$ cat config.mk
export PLATFORM = sky130hd
export DESIGN_NAME = zeroriscy_sram_loader
export DESIGN_NICKNAME = d
export VERILOG_FILES = /design/src/rtl/zeroriscy_loader_pkg.sv /design/src/rtl/zeroriscy_byte_packer.sv /design/src/rtl/zeroriscy_sram_loader.sv
export SDC_FILE = /design/constraint.sdc
export NUM_CORES = 1
export LEC_CHECK = 0
export CAP_MARGIN = 20
export CORE_UTILIZATION = 44
export CTS_CLUSTER_SIZE = 28
export DETAILED_ROUTE_END_ITERATION = 6
export GPL_ROUTABILITY_DRIVEN = 1
export PLACE_DENSITY = 0.82
export REMOVE_ABC_BUFFERS = 1
export SLEW_MARGIN = 5
export SYNTH_ARGS = -nofsm -noshare
export SYNTH_HDL_FRONTEND = slang
export SYNTH_SLANG_ARGS = --single-unit
export TNS_END_PERCENT = 1
$ cat constraint.sdc
create_clock -name clk -period 2.2 [get_ports clk]
set_clock_uncertainty 0.1 [all_clocks]
set_input_delay 0.22 -clock clk [delete_from_list [all_inputs] [get_ports clk]]
set_output_delay 0.22 -clock clk [all_outputs]
set_load 0.01 [all_outputs]
$ cat src/rtl/zeroriscy_loader_pkg.sv
// Shared types and constants for the zero-riscy SRAM loader.
package zeroriscy_loader_pkg;

  localparam int unsigned LEN_W_DEFAULT  = 16;
  localparam int unsigned BYTES_PER_WORD = 4;
  localparam int unsigned ADDR_STEP      = 4;
  localparam int unsigned IDX_W          = $clog2(BYTES_PER_WORD);
  localparam int unsigned WORD_W         = 8 * BYTES_PER_WORD;

  typedef enum logic [2:0] {
    IDLE,
    COLLECT,
    WRITE,
    WAIT_WR,
    VERIFY_RD,
    VERIFY_WAIT,
    FIN
  } loader_state_t;

endpackage

$ cat src/rtl/zeroriscy_byte_packer.sv
// Packs an 8-bit byte stream little-endian into 32-bit words.
module zeroriscy_byte_packer
  import zeroriscy_loader_pkg::*;
(
  input  logic              clk_i,
  input  logic              rst_n_i,
  input  logic              clear_i,
  input  logic              accept_i,
  input  logic [7:0]        byte_i,
  output logic [WORD_W-1:0] word_o,
  output logic              word_ready_c_o
);

  logic [IDX_W-1:0]  idx_q;
  logic [WORD_W-1:0] word_q;

  always_ff @(posedge clk_i) begin
    if (!rst_n_i || clear_i) begin
      idx_q  <= '0;
      word_q <= '0;
    end else if (accept_i) begin
      word_q[{idx_q, 3'b000} +: 8] <= byte_i;
      idx_q                        <= idx_q + IDX_W'(1);
    end
  end

  // High in the cycle the last byte of a word is being taken.
  assign word_ready_c_o = accept_i && (idx_q == IDX_W'(BYTES_PER_WORD - 1));
  assign word_o         = word_q;

endmodule

$ cat src/rtl/zeroriscy_sram_loader.sv
// Streams bytes into SRAM as 32-bit words over the zero-riscy data port.
// Optional read-back verification is enabled by defining SRAM_LOADER_VERIFY_EN.
module zeroriscy_sram_loader
  import zeroriscy_loader_pkg::*;
#(
  parameter int unsigned LEN_W = LEN_W_DEFAULT
) (
  input  logic             clk,
  input  logic             rst_n,
  input  logic             start,
  input  logic [31:0]      base_addr,
  input  logic [LEN_W-1:0] len_words,
  input  logic             s_valid,
  input  logic [7:0]       s_data,
  output logic             s_ready,
  output logic             m_req,
  output logic             m_we,
  output logic [3:0]       m_be,
  output logic [31:0]      m_addr,
  output logic [31:0]      m_wdata,
  input  logic [31:0]      m_rdata,
  input  logic             m_gnt,
  input  logic             m_rvalid,
  input  logic             m_err,
  output logic             busy,
  output logic             done,
  output logic             err
);

  loader_state_t     state_q, state_d;
  logic [31:0]       addr_q, addr_d;
  logic [LEN_W-1:0]  cnt_q, cnt_d;
  logic              err_q, err_d;
  logic              done_q, done_d;
  logic              busy_q, busy_d;
  logic              s_ready_q, s_ready_d;
  logic              m_req_q, m_req_d;
  logic              m_we_q, m_we_d;
  logic [3:0]        m_be_q, m_be_d;
  logic              start_acc;
  logic              advance;
  logic              word_ready;
  logic [WORD_W-1:0] word;

  zeroriscy_byte_packer u_packer (
    .clk_i          (clk),
    .rst_n_i        (rst_n),
    .clear_i        (start_acc),
    .accept_i       (s_valid && s_ready_q),
    .byte_i         (s_data),
    .word_o         (word),
    .word_ready_c_o (word_ready)
  );

  // Next-state and next-output logic.
  always_comb begin
    state_d   = state_q;
    addr_d    = addr_q;
    cnt_d     = cnt_q;
    err_d     = err_q;
    start_acc = 1'b0;
    advance   = 1'b0;
    unique case (state_q)
      IDLE: begin
        if (start) begin
          start_acc = 1'b1;
          err_d     = 1'b0;
          addr_d    = {base_addr[31:2], 2'b00};
          cnt_d     = len_words;
          state_d   = (len_words == '0) ? FIN : COLLECT;
        end
      end
      COLLECT: if (word_ready) state_d = WRITE;
      WRITE:   if (m_gnt) state_d = WAIT_WR;
      WAIT_WR: begin
        if (m_rvalid) begin
          if (m_err) begin
            err_d   = 1'b1;
            state_d = FIN;
          end else begin
`ifdef SRAM_LOADER_VERIFY_EN
            state_d = VERIFY_RD;
`else
            advance = 1'b1;
`endif
          end
        end
      end
`ifdef SRAM_LOADER_VERIFY_EN
      VERIFY_RD: if (m_gnt) state_d = VERIFY_WAIT;
      VERIFY_WAIT: begin
        if (m_rvalid) begin
          if (m_err || (m_rdata != word)) begin
            err_d   = 1'b1;
            state_d = FIN;
          end else begin
            advance = 1'b1;
          end
        end
      end
`endif
      FIN:     state_d = IDLE;
      default: state_d = IDLE;
    endcase

    if (advance) begin
      addr_d  = addr_q + 32'(ADDR_STEP);
      cnt_d   = cnt_q - LEN_W'(1);
      state_d = (cnt_q == LEN_W'(1)) ? FIN : COLLECT;
    end

    // Outputs follow the next state so they line up with the state register.
    done_d    = (state_q == FIN);
    busy_d    = (state_d != IDLE);
    s_ready_d = (state_d == COLLECT);
    m_req_d   = (state_d == WRITE) || (state_d == VERIFY_RD);
    m_we_d    = (state_d == WRITE);
    m_be_d    = m_req_d ? 4'hF : 4'h0;
  end

  always_ff @(posedge clk) begin
    if (!rst_n) begin
      state_q   <= IDLE;
      addr_q    <= '0;
      cnt_q     <= '0;
      err_q     <= 1'b0;
      done_q    <= 1'b0;
      busy_q    <= 1'b0;
      s_ready_q <= 1'b0;
      m_req_q   <= 1'b0;
      m_we_q    <= 1'b0;
      m_be_q    <= '0;
    end else begin
      state_q   <= state_d;
      addr_q    <= addr_d;
      cnt_q     <= cnt_d;
      err_q     <= err_d;
      done_q    <= done_d;
      busy_q    <= busy_d;
      s_ready_q <= s_ready_d;
      m_req_q   <= m_req_d;
      m_we_q    <= m_we_d;
      m_be_q    <= m_be_d;
    end
  end

`ifdef SRAM_LOADER_VERIFY_EN
  logic unused_inputs;
  assign unused_inputs = ^base_addr[1:0];
`else
  logic unused_inputs;
  assign unused_inputs = ^{m_rdata, base_addr[1:0]};
`endif

  assign s_ready = s_ready_q;
  assign m_req   = m_req_q;
  assign m_we    = m_we_q;
  assign m_be    = m_be_q;
  assign m_addr  = addr_q;
  assign m_wdata = word;
  assign busy    = busy_q;
  assign done    = done_q;
  assign err     = err_q;

endmodule

# Word level (Yosys, flattened, before mapping)
# Cells that the tools add are included.
totals:
  input_bits: 95
  reg_bits: 95
  word_cells: 69
op_classes:
  reduce_logical: 13
  shifts: 2
  n_addsub: 4
  eq_ne: 12
  n_mux: 26
op_table:
  columns: ["cell", "count"]
  rows:
  - ["$mux W32", 3]
  - ["$mux W16", 3]
  - ["$add A32 B3 Y32 const B", 1]
  - ["$bwmux W32", 1]
  - ["$shift A8 B7 Y32 const A", 1]
  - ["$shiftx A8 B7 Y32", 1]
  - ["$mux W3", 8]
  - ["$eq A16 B1 Y1 const B", 1]
  - ["$logic_not A16 Y1", 1]
  - ["$sub A16 B1 Y16 const B", 1]
  - ["$pmux W3 S4", 1]
  - ["$eq A3 B2 Y1 const B", 3]
  - ["$mux W1", 8]
  - ["$neg A5 Y7", 1]
  - ["$eq A3 B1 Y1 const B", 2]
  - ["$eq A3 B3 Y1 const B", 2]
  - ["$ne A2 B2 Y1 const B", 3]
  - ["$reduce_bool A2 Y1", 3]
  - ["$mux W4", 1]
  - ["$reduce_and A4 Y1", 1]
  - ["$logic_not A3 Y1", 1]
  - ["$reduce_bool A3 Y1", 1]
  - ["$add A2 B1 Y2 const B", 1]
  - ["$eq A2 B2 Y1 const B", 1]
  - ["5 further kinds", 7]

# Depth between registers and ports, before layout
# Gate-level depths: netlist of the first run.
depth:
  word_depth: 8
  mapped_depth: 7
  depth_no_buf: 6

# By module
# Synthesis of the first run repeated with hierarchy kept, for this count alone.
unflattened:
  cells_unflattened: 523
  hier_area_um2: 4406.7
by_module_without_submodules:
  columns: ["module", "seq_area_each_um2", "cells_per_inst", "instances", "area_each_um2"]
  rows:
  - ["zeroriscy_sram_loader", 1101.1, 382, 1, 3055.4]
  - ["zeroriscy_byte_packer", 680.7, 141, 1, 1351.3]

# Least setup slack after synthesis of the first run
# No wires, ideal clock.
synth_timing:
  kind: "register to register"
  from: "reg addr_q[6] (netlist: m_addr[6])"
  to: "reg addr_q[19] (netlist: m_addr[19])"
  slack_ns: 0.175
  path_stages_with_launch: 6
  setup_time_ns: 0.070
  arrival_time_ns: 1.855
  required_ns: 2.030
  cell_sequence: "dfxtp_1 nand3_2 nor4_2 nor3b_1 mux2_2 a21oi_1"
synth_between:
  elab_chain_len: 2
synth_rtl:
  columns: ["element", "line", "source"]
  rows:
  - ["start, declared", "zeroriscy_sram_loader.sv:31", "logic [31:0] addr_q, addr_d;"]
  - ["start signal, assigned", "zeroriscy_sram_loader.sv:135", "addr_q <= addr_d;"]
  - ["$add A32 B3 Y32", "zeroriscy_sram_loader.sv:107", "addr_d = addr_q + 32'(ADDR_STEP);"]
  - ["$mux W32", "zeroriscy_sram_loader.sv:106", "if (advance) begin"]
# Every way passes these cells.
# A chain may end at the register's enable or synchronous reset.

# Worst setup path after layout of the first run
layout_timing:
  from: "reg addr_q[21] (netlist: m_addr[21])"
  to: "reg addr_q[28] (netlist: m_addr[28])"
# Same word-level chain as after synthesis.

==> metrics.yaml, run 1 <==
synth:
  synth_cell_type_count: 60
  ys.flop_type: "dfxtp_1"
  ys_seq_elements: 89
  syn_avg_cell_area_um2: 8.373
  syn-cell-area_um2: 4295
  synthTopCellsByArea: "dfxtp_1 41%, a22oi_1 6.5%, nor2_1 6.3%"
  yosysTopAreaCell: "dfxtp_1"
  ys_async_sr_fraction_pct: 0
  ys_warn_count: 0
  synthMostInstantiatedCell: "dfxtp_1"
  synth_top_cell_area_share_pct: 41.48
  synthTopCellsByCount: "89 x dfxtp_1, 72 x nor2_1, 42 x nand2_1, 37 x a22oi_1, 32 x a21oi_1"
  synth_edf_count: 0
  yosysSeqAreaShare_pct: 41.48
  syn_inst: 513
timing:
  fin_crit_sh_pct: 94.91
  worst_pin_slew_ns: 0.5265
  timing.final.crit_period_ns: 2.088
  rsz0062_at_grt: "true"
  slew_viol_final: 0
  setup_slack_ns: 0.1119
  max_clock_freq_mhz: 478.9
  hold_viol: 0
  setup_viol: 0
  max_slew_margin_pct: 64.63
  setup_tns_ns: 0
clock_network:
  cts.sinks: 89
  clk_pin_slew_ns: 0.11
  tritoncts: "yes"
  cts_hold_buf: 0
  clock_latency_ns: 0.36
  clk_path_buf_depth: 2
  cts_made_buffers: 9
  cts_max_level: 3
  cts_root_buffer: "clkbuf_8"
drt:
  firstDrtPassIters: 5
  drc: 0
  viasPerCell: 5.945
  vias: 4792
  routed_wl_mm: 13.86
  drt-initial-drc-count: 321
  ant_nets: 0
  wl_per_cell_um: 17.20
critical_path:
  worst_r2r_startpoint: "m_addr[21]$_SDFFE_PN0P_"
  cp.required_ns: 2.41
  crit_end: "m_addr[28]$_SDFFE_PN0P_"
  critPathCaptureType: "flop"
  ff2ff_path_depth: 6
  arrival_ns: 2.30
  startpoint: "m_addr[21]$_SDFFE_PN0P_"
  crit_fanout: 5
  critical_path_class: "reg -> reg"
  slowest_stage: "or4_4"
  reg2reg_slack_ns: 0.11
  critical_path.max_stage_delay_ns: 0.57
  cp-start-kind: "flop"
  reg2reg_to: "m_addr[28]$_SDFFE_PN0P_"
  cp_cell_sequence: "nand4_1 > or4_4 > nor4_4 > buf_4 > a22oi_1 > a21oi_1"
placed_design:
  numPortBuffers: 132
  hpwl_mm: 10.26
  place_congestion: 0.9324
  pre_cts_ws_ns: 0.02133
floorplanning:
  start_util_pct: 46.05
  num_rows: 35
  die_x_um: 100.8
  io_pins: 169
  die_y_um: 100.8
  dieArea_um2: 10160
  core-area_um2: 9328
power_and_ir_drop:
  p_int_w: 0.002430
  comb_power_share_pct: 16.9
  p_clk_share_pct: 32.7
  peakVddDrop_uv: 397.5
  p_seq_share_pct: 50.4
  power_density_nw_per_um2: 556.2
  leakagePower_nw: 2.186
  p_sw_share_pct: 29.81
  p_switching_w: 0.001032
cells_and_area:
  drive_above_1_share_pct: 11.96
  diodes: 0
  areaGrowthSynthToFinish_pct: 44.89
  postLayoutCoreUtil_pct: 66.72
  nNetsFinal: 775
  fillerInstances: 776
worst_hold_path:
  hold_path_class: "in -> reg"
global_route:
  grt_max_degree: 35
  grt_pass1_vias: 4628
  track_usage_pct: 27.71
  overflow: 0
  grt_pass1_wl_mm: 22.13
  antenna_found_initial: 0
outcome:
  status: "complete, no violations"
job:
  cap_viol_max_count: 0
[power groups by stage]
stage	clock [W]	combinational (W)	sequential, W
floorplan	0	0.000223	0.00179
global placement	0	0.000564	0.00177
detailed placement	0	0.000579	0.00178
CTS	0.00115	0.000581	0.00174
global route	0.00121	0.000631	0.00175
finish	0.00113	0.000586	0.00174
[metrics by stage]
stage               hold WS, ns  instance area (um2)  power [W]  std cells
detailed placement       0.3755                 5993   0.002357        787
global route             0.2870                 6223   0.003593        806
global placement         0.3605                 5993   0.002337        787
floorplan                0.2375                 4155   0.002015        482
finish                   0.2870                 6223   0.003462        806
CTS                      0.2802                 6198   0.003473        803
[placed cells by master, fill, tap and decap left out, drive strengths merged, types with 3 or more instances in the layout]
| master | count |
|---|---|
| and2 | 4 |
| clkbuf | 9 |
| nand4 | 13 |
| nand2 | 42 |
| a311oi | 3 |
| mux2 | 5 |
| o21a | 3 |
| or4 | 3 |
| a31oi | 12 |
| buf | 47 |
| nor2b | 3 |
| clkinv | 4 |
| nor2 | 72 |
| and4 | 5 |
| clkdlybuf4s50 | 132 |
| a32oi | 6 |
| inv | 15 |
| a21oi | 32 |
| ha | 8 |
| or3 | 4 |
| a22oi | 37 |
| and3 | 7 |
| a211oi | 3 |
| dfxtp | 89 |
| a221oi | 7 |
| o211ai | 10 |
| nor3 | 16 |
| o21ai | 19 |
| o311ai | 3 |
| nor4 | 18 |
| nand3 | 19 |
[layout make-up]
| cell class | count | area [um2] | area share, % |
|---|---|---|---|
| Timing Repair Buffer | 179 | 1699 | 27.30 |
| Clock buffer | 9 | 123.9 | 1.990 |
| Tap cell | 129 | 161.4 | 2.593 |
| Inverter | 12 | 45.04 | 0.7238 |
| Clock inverter | 7 | 81.33 | 1.307 |
| Sequential cell | 89 | 1784 | 28.67 |
| Multi-Input combinational cell | 381 | 2328 | 37.41 |
[state kept, by name, indices dropped and copies added (netlist names), 2 cells and up]
| signal | flops |
|---|---|
| u_packer.idx_q | 2 |
| m_addr | 30 |
| u_packer.word_o | 32 |
| cnt_q | 16 |
| state_q | 3 |
[logic make-up after synthesis]
| logic type | synth area share [%] |
|---|---|
| other | 0.08730 |
| adders and majority gates | 2.330 |
| muxes | 1.777 |
| AOI/OAI and AO/OA | 23.42 |
| buffers and inverters | 4.398 |
| xor gates and xnor gates | 0.2039 |
| DFF | 41.48 |
| and+or+nand+nor | 26.30 |
[metal layers]
metal / GRT usage [%] / share of wire [%] / wire length [um]
met1: 32.48 / 40 / 5576
met2: 48.63 / 49 / 6731
met3: 8.669 / 9.2 / 1271
met4: 7.804 / 2.0 / 281
met5: 0 / 0 / 0
[worst max-delay path: cells and delay by family, from the launching register on]
kind            cells  cell delay, ns
flops               1            0.42
buf+inv             1            0.18
simple gates        3            1.12
compound gates      2            0.21
[repair_timing]
action | in CTS | in global routing
setup endpoints to repair | 0 | 3
resized for setup | 0 | 2
setup buffers | 0 | 3
[how the worst min path moves through the flow]
stage,from,end,slack (ns),cells past startpoint
after floorplan,rst_n,cnt_q[15]$_SDFFE_PN0P_,0.24,1
after global placement,err$_SDFFE_PN0P_,err$_SDFFE_PN0P_,0.36,2
after detailed placement,err$_SDFFE_PN0P_,err$_SDFFE_PN0P_,0.38,2
after CTS,base_addr[23],m_addr[23]$_SDFFE_PN0P_,0.28,3
after global routing,base_addr[23],m_addr[23]$_SDFFE_PN0P_,0.29,3
final,base_addr[23],m_addr[23]$_SDFFE_PN0P_,0.29,3
Power figures use the tool's default switching activity.
==> run 2, diff against run 1 <==
--- a/config.mk
+++ b/config.mk
@@ -5,12 +5,14 @@
 export SDC_FILE = /design/constraint.sdc
 export NUM_CORES = 1
 export LEC_CHECK = 0
-export CAP_MARGIN = 20
-export CORE_UTILIZATION = 44
+export CELL_PAD_IN_SITES_DETAIL_PLACEMENT = 0
+export CELL_PAD_IN_SITES_GLOBAL_PLACEMENT = 1
+export CORE_UTILIZATION = 31
 export CTS_CLUSTER_SIZE = 28
 export DETAILED_ROUTE_END_ITERATION = 6
 export GPL_ROUTABILITY_DRIVEN = 1
-export PLACE_DENSITY = 0.82
+export PLACE_DENSITY = 0.81
+export RECOVER_POWER = 50
 export REMOVE_ABC_BUFFERS = 1
 export SLEW_MARGIN = 5
 export SYNTH_ARGS = -nofsm -noshare
==> run 2 against run 1 <==
Compared with the run above:
- utilization decreased by 19 points
- fmax increased by 2.4%
- worst setup slack improved by 0.049 ns
- wire length increased by 2.5%
- flip-flop and latch count unchanged
- clock-buffer cell count unchanged
- largest cell class unchanged
- largest power group unchanged
- highest routed layer unchanged
==> metrics.yaml, run 2 (synthesis gave the netlist of run 1 again) <==
outcome:
  status: "complete, no violations"  # unchanged
cells_and_area:
  final_cell_mix: "89 x dfxtp_1, 73 x dlygate4sd3_1, 72 x nor2_1, 59 x clkdlybuf4s50_1"  # was 132 x clkdlybuf4s50_1, 87 x dfxtp_1, 72 x nor2_1, 45 x buf_4, 42 x nand2_1
  layout_commonest_cell: "dfxtp_1"  # was clkdlybuf4s50_1
  drive_above_1_share_pct: 11.69  # was 11.96%
  postLayoutCoreUtil_pct: 47.55  # was 66.72%
  nNetsFinal: 774  # was 775
  diodes: 0  # unchanged
  areaGrowthSynthToFinish_pct: 48.35  # was 44.89%
  largest_reg_flops: 32  # unchanged
clock_network:
  clk_path_buf_depth: 2  # unchanged
  cts_made_buffers: 9  # unchanged
  clock_latency_ns: 0.35  # was 0.36 ns
  cts.sinks: 89  # unchanged
  post_cts_buffers: 0  # unchanged
  cts_max_level: 3  # unchanged
  cts_resized: 0  # unchanged
  cts_root_buffer: "clkbuf_16"  # was clkbuf_8
  tritoncts: "yes"  # unchanged
  cts_hold_buf: 0  # unchanged
  clk_pin_slew_ns: 0.07  # was 0.11 ns
worst_hold_path:
  hold_path_class: "in -> reg"  # unchanged
  hp-start: "base_addr[12]"  # was base_addr[23]
  hold_end: "m_addr[12]$_SDFFE_PN0P_"  # was m_addr[23]$_SDFFE_PN0P_
  min_path_cells: 3  # unchanged
drt:
  drt-initial-drc-count: 307  # was 321
  routed_wl_mm: 14.20  # was 13.86 mm
  drt-met1-wl_mm: 6.388  # was 5.576 mm
  drc: 0  # unchanged
  viasPerCell: 5.505  # was 5.945
  highest_layer: "met4"  # unchanged
  ant_nets: 0  # unchanged
  routed-wl-met3_um: 770  # was 1.271 mm
  vias: 4690  # was 4792
  wl_per_cell_um: 16.67  # was 17.20 um
  wl_met2_mm: 6.802  # was 6.731 mm
  firstDrtPassIters: 5  # unchanged
placed_design:
  place_congestion: 0.8319  # was 0.9324
  hpwl_mm: 10.49  # was 10.26 mm
  numPortBuffers: 132  # unchanged
critical_path:
  critPathCaptureType: "flop"  # unchanged
  cp.required_ns: 2.34  # was 2.41 ns
  worst_r2r_startpoint: "state_q[2]$_SDFF_PN0_"  # was m_addr[21]$_SDFFE_PN0P_
  arrival_ns: 2.18  # was 2.30 ns
  ff2ff_path_depth: 6  # unchanged
  cp-start-kind: "flop"  # unchanged
  reg2reg_to: "u_packer.word_o[21]$_SDFFE_PP0P_"  # was m_addr[28]$_SDFFE_PN0P_
  crit_fanout: 35  # was 5
  critical_path_class: "reg -> reg"  # unchanged
  reg2reg_slack_ns: 0.16  # was 0.11 ns
global_route:
  overflow: 0  # unchanged
  grt_max_degree: 36  # was 35
  antenna_found_initial: 0  # unchanged
  grt_pass1_wl_mm: 22.43  # was 22.13 mm
  track_usage_pct: 20.05  # was 27.71%
  grt_pass1_vias: 4416  # was 4628
timing:
  fin_crit_sh_pct: 92.70  # was 94.91%
  rsz0062_at_grt: "false"  # was true
  hold_viol: 0  # unchanged
  timing.final.crit_period_ns: 2.039  # was 2.088 ns
  max_slew_margin_pct: 55.56  # was 64.63%
  max_clock_freq_mhz: 490.4  # was 478.9 MHz
  slew_viol_final: 0  # unchanged
  hold_slack_ns: 0.3236  # was 0.2870 ns
  setup_viol: 0  # unchanged
  worst_pin_slew_ns: 0.6666  # was 0.5265 ns
floorplanning:
  core-area_um2: 13400  # was 9328 um2
  die_x_um: 119.7  # was 100.8 um
  dieArea_um2: 14330  # was 10160 um2
  io_pins: 169  # unchanged
  num_rows: 42  # was 35
  die_y_um: 119.7  # was 100.8 um
  start_util_pct: 32.05  # was 46.05%
power_and_ir_drop:
  power_density_nw_per_um2: 611.4  # was 556.2 nW/um2
  leakagePower_nw: 2.442  # was 2.186 nW
  peakVddDrop_uv: 370.0  # was 397.5 uV
job:
  cap_viol_max_count: 0  # unchanged
## run 2: cell count changes in the layout (fill, tap and decap cells not counted), sizes merged, moves of 2 or more
cell	change
dlygate4sd3	+73
inv	-2
buf	-3
clkdlybuf4s50	-73
clkinvlp	+2
clkbuf	+2
## run 2: how the worst max path moves through the flow
stage | depth (start not counted) | start | slack, ns | to
5_1_grt | 7 | state_q[2]$_SDFF_PN0_ | 0.02 | m_addr[22]$_SDFFE_PN0P_
2_1_floorplan | 5 | state_q[2]$_SDFF_PN0_ | -0.15 | cnt_q[0]$_SDFFE_PN0P_
6_report | 6 | state_q[2]$_SDFF_PN0_ | 0.16 | u_packer.word_o[21]$_SDFFE_PP0P_
4_1_cts | 5 | m_addr[21]$_SDFFE_PN0P_ | 0.11 | m_addr[30]$_SDFFE_PN0P_
3_5_place_dp | 7 | m_err | 0.008 | m_addr[30]$_SDFFE_PN0P_
3_3_place_gp | 7 | m_err | 0.02 | m_addr[19]$_SDFFE_PN0P_
## run 2: critical path: stages (launching register included)
cell and delay, ns:
dfxtp_1 0.33, buf_4 0.16, or4b_1 0.56, clkbuf_2 0.31
nand2_1 0.19, buf_12 0.20, nor2_1 0.07
## run 2: area by class of cell
type / instances / area, um2
clock buffers: 9 / 225.2
repair buffers: 178 / 1687
flip-flops and latches: 89 / 1782
well taps: 176 / 220.2
clock inverters: 7 / 80.08
inverters: 12 / 45.04
multi-input cells: 381 / 2333
fillers: 1325 / 7028
## run 2: power breakdown
part	total, W	switching (W)	internal (W)
combinational	0.000570	0.000282	0.000288
clock	0.00158	0.000692	0.000890
sequential	0.00174	0.0000698	0.00167
## run 2: metrics by stage
stage / area (um2) / setup TNS (ns) / worst slack (ns) / std cells / power, W
floorplan: 4155 / -3.283 / -0.1541 / 482 / 0.002015
finish: 6372 / 0 / 0.1607 / 852 / 0.003896
detailed placement: 6080 / 0 / 0.008297 / 836 / 0.002370
global route: 6372 / 0 / 0.02045 / 852 / 0.004071
global placement: 6080 / 0 / 0.01785 / 836 / 0.002357
CTS: 6385 / 0 / 0.1100 / 852 / 0.003950
## run 2: routing by layer
| metal | vias to the layer above | track usage, % |
|---|---|---|
| li1 | 2251 | - |
| met1 | 2266 | 26.08 |
| met2 | 157 | 32.98 |
| met3 | 16 | 3.422 |
| met4 | 0 | 7.734 |
| met5 | - | 0 |
==> run 3, diff against run 2 <==
--- a/config.mk
+++ b/config.mk
@@ -7,11 +7,11 @@
 export LEC_CHECK = 0
 export CELL_PAD_IN_SITES_DETAIL_PLACEMENT = 0
 export CELL_PAD_IN_SITES_GLOBAL_PLACEMENT = 1
-export CORE_UTILIZATION = 31
+export CORE_UTILIZATION = 30
 export CTS_CLUSTER_SIZE = 28
 export DETAILED_ROUTE_END_ITERATION = 6
 export GPL_ROUTABILITY_DRIVEN = 1
-export PLACE_DENSITY = 0.81
+export PLACE_DENSITY_LB_ADDON = 0.3
 export RECOVER_POWER = 50
 export REMOVE_ABC_BUFFERS = 1
 export SLEW_MARGIN = 5
==> run 3 against run 2 <==
Compared with the run above:
- non-clock buffer count is 3 higher
- register-to-register slack worse by 0.04 ns
- first-iteration DRC count is 11% lower
- wire length is 2.7% higher
- sequential power hardly changed
- largest cell class unchanged
- hold slack better by 0.0015 ns
- global-route usage hardly changed
- clock-buffer cell count stayed put
- total power is 0.93% higher
- worst setup slack worse by 0.036 ns
==> metrics.yaml, run 3 (synthesis gave the netlist of run 1 again) <==
timing:
  worst_pin_slew_ns: 0.5689  # was 0.6666 ns
  timing.final.crit_period_ns: 2.075  # was 2.039 ns
  slew_viol_final: 0  # unchanged
  fin_crit_sh_pct: 94.32  # was 92.70%
  max_clock_freq_mhz: 481.9  # was 490.4 MHz
  rsz0062_at_grt: "false"  # unchanged
  hold_viol: 0  # unchanged
  setup_viol: 0  # unchanged
  max_slew_margin_pct: 62.07  # was 55.56%
  setup_tns_ns: 0  # unchanged
clock_network:
  cts_hold_buf: 0  # unchanged
  clk_path_buf_depth: 2  # unchanged
  cts.sinks: 89  # unchanged
  cts_made_buffers: 9  # unchanged
  clk_pin_slew_ns: 0.07  # about the same
  clock_latency_ns: 0.35  # about the same
  post_cts_buffers: 0  # unchanged
  tritoncts: "yes"  # unchanged
  cts_root_buffer: "clkbuf_16"  # unchanged
  cts_resized: 0  # unchanged
  cts_max_level: 3  # unchanged
cells_and_area:
  postLayoutCoreUtil_pct: 45.85  # was 47.55%
  largest_reg_flops: 32  # unchanged
  drive_above_1_share_pct: 11.93  # was 11.69%
  areaGrowthSynthToFinish_pct: 48.73  # was 48.35%
  fin_cells: 859  # was 852
  nNetsFinal: 777  # was 774
  diodes: 0  # unchanged
  fillerInstances: 1363  # was 1325
  layout_commonest_cell: "dfxtp_1"  # unchanged
  final_cell_mix: "89 x dfxtp_1, 72 x nor2_1, 72 x dlygate4sd3_1, 60 x clkdlybuf4s50_1, 44 x buf_4"  # was 89 x dfxtp_1, 73 x dlygate4sd3_1, 72 x nor2_1, 59 x clkdlybuf4s50_1
floorplanning:
  dieArea_um2: 14800  # was 14330 um2
  die_y_um: 121.7  # was 119.7 um
  start_util_pct: 30.83  # was 32.05%
  core-area_um2: 13930  # was 13400 um2
  io_pins: 169  # unchanged
  die_x_um: 121.7  # was 119.7 um
  num_rows: 43  # was 42
critical_path:
  critical_path.max_stage_delay_ns: 0.60  # was 0.56 ns
  slowest_stage: "or4_4"  # was or4b_1
  cp_cell_sequence: "nand2_1 > or4_4 > nor4_4 > a311oi_1 > a211oi_2"  # was buf_4 > or4b_1 > clkbuf_2 > nand2_1 > buf_12 > nor2_1
  critical_path_class: "reg -> reg"  # unchanged
  cp.required_ns: 2.37  # was 2.34 ns
  cp-start-kind: "flop"  # unchanged
  critPathCaptureType: "flop"  # unchanged
  arrival_ns: 2.25  # was 2.18 ns
  crit_fanout: 5  # was 35
placed_design:
  place_congestion: 0.8453  # was 0.8319
  hpwl_mm: 10.69  # was 10.49 mm
  dp.cells: 843  # was 836
  numPortBuffers: 132  # unchanged
power_and_ir_drop:
  p_clk_share_pct: 41.1  # was 40.6%
  power_density_nw_per_um2: 615.6  # was 611.4 nW/um2
  p_switching_w: 0.001070  # was 0.001044 W
  p_seq_share_pct: 44.3  # was 44.8%
  fin_total_pwr_w: 0.003933  # was 0.003896 W
  p_sw_share_pct: 27.20  # was 26.79%
  leakagePower_nw: 2.450  # was 2.442 nW
  comb_power_share_pct: 14.6  # about the same
  p_int_w: 0.002863  # was 0.002852 W
  peakVddDrop_uv: 415.5  # was 370.0 uV
worst_hold_path:
  hold_path_class: "in -> reg"  # unchanged
drt:
  firstDrtPassIters: 4  # was 5
  ant_nets: 0  # unchanged
  drt-initial-drc-count: 274  # was 307
  vias: 4612  # was 4690
  wl_per_cell_um: 16.99  # was 16.67 um
  routed_wl_mm: 14.59  # was 14.20 mm
  drc: 0  # unchanged
  viasPerCell: 5.369  # was 5.505
global_route:
  grtUsageMet2_pct: 34.66  # was 32.98%
  overflow: 0  # unchanged
  use_met1_pct: 24.11  # was 26.08%
  grtUsageMet3_pct: 5.524  # was 3.422%
  grt_max_degree: 36  # unchanged
  top_usage_layer: "met2"  # unchanged
  track_usage_pct: 20.01  # was 20.05%
  grt_pass1_wl_mm: 22.86  # was 22.43 mm
  antenna_found_initial: 0  # unchanged
  grt_pass1_vias: 4410  # was 4416
outcome:
  status: "complete, no violations"  # unchanged
job:
  cap_viol_max_count: 0  # unchanged
## run 3: cell count changes in the layout (fill, tap and decap cells not counted), moves of 2 or more
cell	before	now
clkbuf_1	0	2
inv_6	1	3
buf_4	42	44
clkinv_4	3	0
## run 3: final cells by class
| class | instances | area, um2 | share of cell area [%] |
|---|---|---|---|
| repair buffers | 181 | 1689 | 26.44 |
| flip-flops and latches | 89 | 1782 | 27.89 |
| clock buffers | 9 | 225.2 | 3.525 |
| inverters | 12 | 45.04 | 0.7051 |
| well taps | 180 | 225.2 | 3.525 |
| clock inverters | 7 | 82.58 | 1.293 |
| multi-input cells | 381 | 2340 | 36.62 |
## run 3: worst max-delay path: cells and delay by family, from the launching register on
kind	cells	cell delay, ns
AND/OR/NAND/NOR	3	1.14
AO/OA/AOI/OAI	2	0.36
flip-flops	1	0.40
## run 3: through the flow
step	setup WS [ns]	cell area [um2]	hold slack, ns
2_1_floorplan	-0.1541	4155	0.2375
3_3_place_gp	-0.05884	6082	0.3604
3_5_place_dp	-0.07275	6082	0.3772
4_1_cts	0.1113	6390	0.3179
5_1_grt	0.01155	6389	0.3319
6_report	0.1249	6389	0.3251
## run 3: worst paths after layout
check / start / endpoint / slack, ns / depth (start not counted)
max: m_addr[9]$_SDFFE_PN0P_ / m_addr[30]$_SDFFE_PN0P_ / 0.12 / 5
min: base_addr[5] / m_addr[5]$_SDFFE_PN0P_ / 0.33 / 3
max reg2reg: m_addr[9]$_SDFFE_PN0P_ / m_addr[30]$_SDFFE_PN0P_ / 0.12 / 5
min reg2reg: err$_SDFFE_PN0P_ / err$_SDFFE_PN0P_ / 0.38 / 2
## run 3: power by group through the flow
| stage | clock network (W) | logic [W] | registers (W) |
|---|---|---|---|
| 6_report | 0.00162 | 0.000573 | 0.00174 |
| 5_1_grt | 0.00174 | 0.000625 | 0.00175 |
| 4_1_cts | 0.00166 | 0.000595 | 0.00174 |
| 3_5_place_dp | 0 | 0.000592 | 0.00178 |
| 3_3_place_gp | 0 | 0.000584 | 0.00178 |
| 2_1_floorplan | 0 | 0.000223 | 0.00179 |
## run 3: routing by layer
metal  vias up  part of all wire (%)
met3        14                   7.2
met1      2198                    43
met2       145                    49
met5         -                     0
li1       2255                     -
met4         0                   1.3
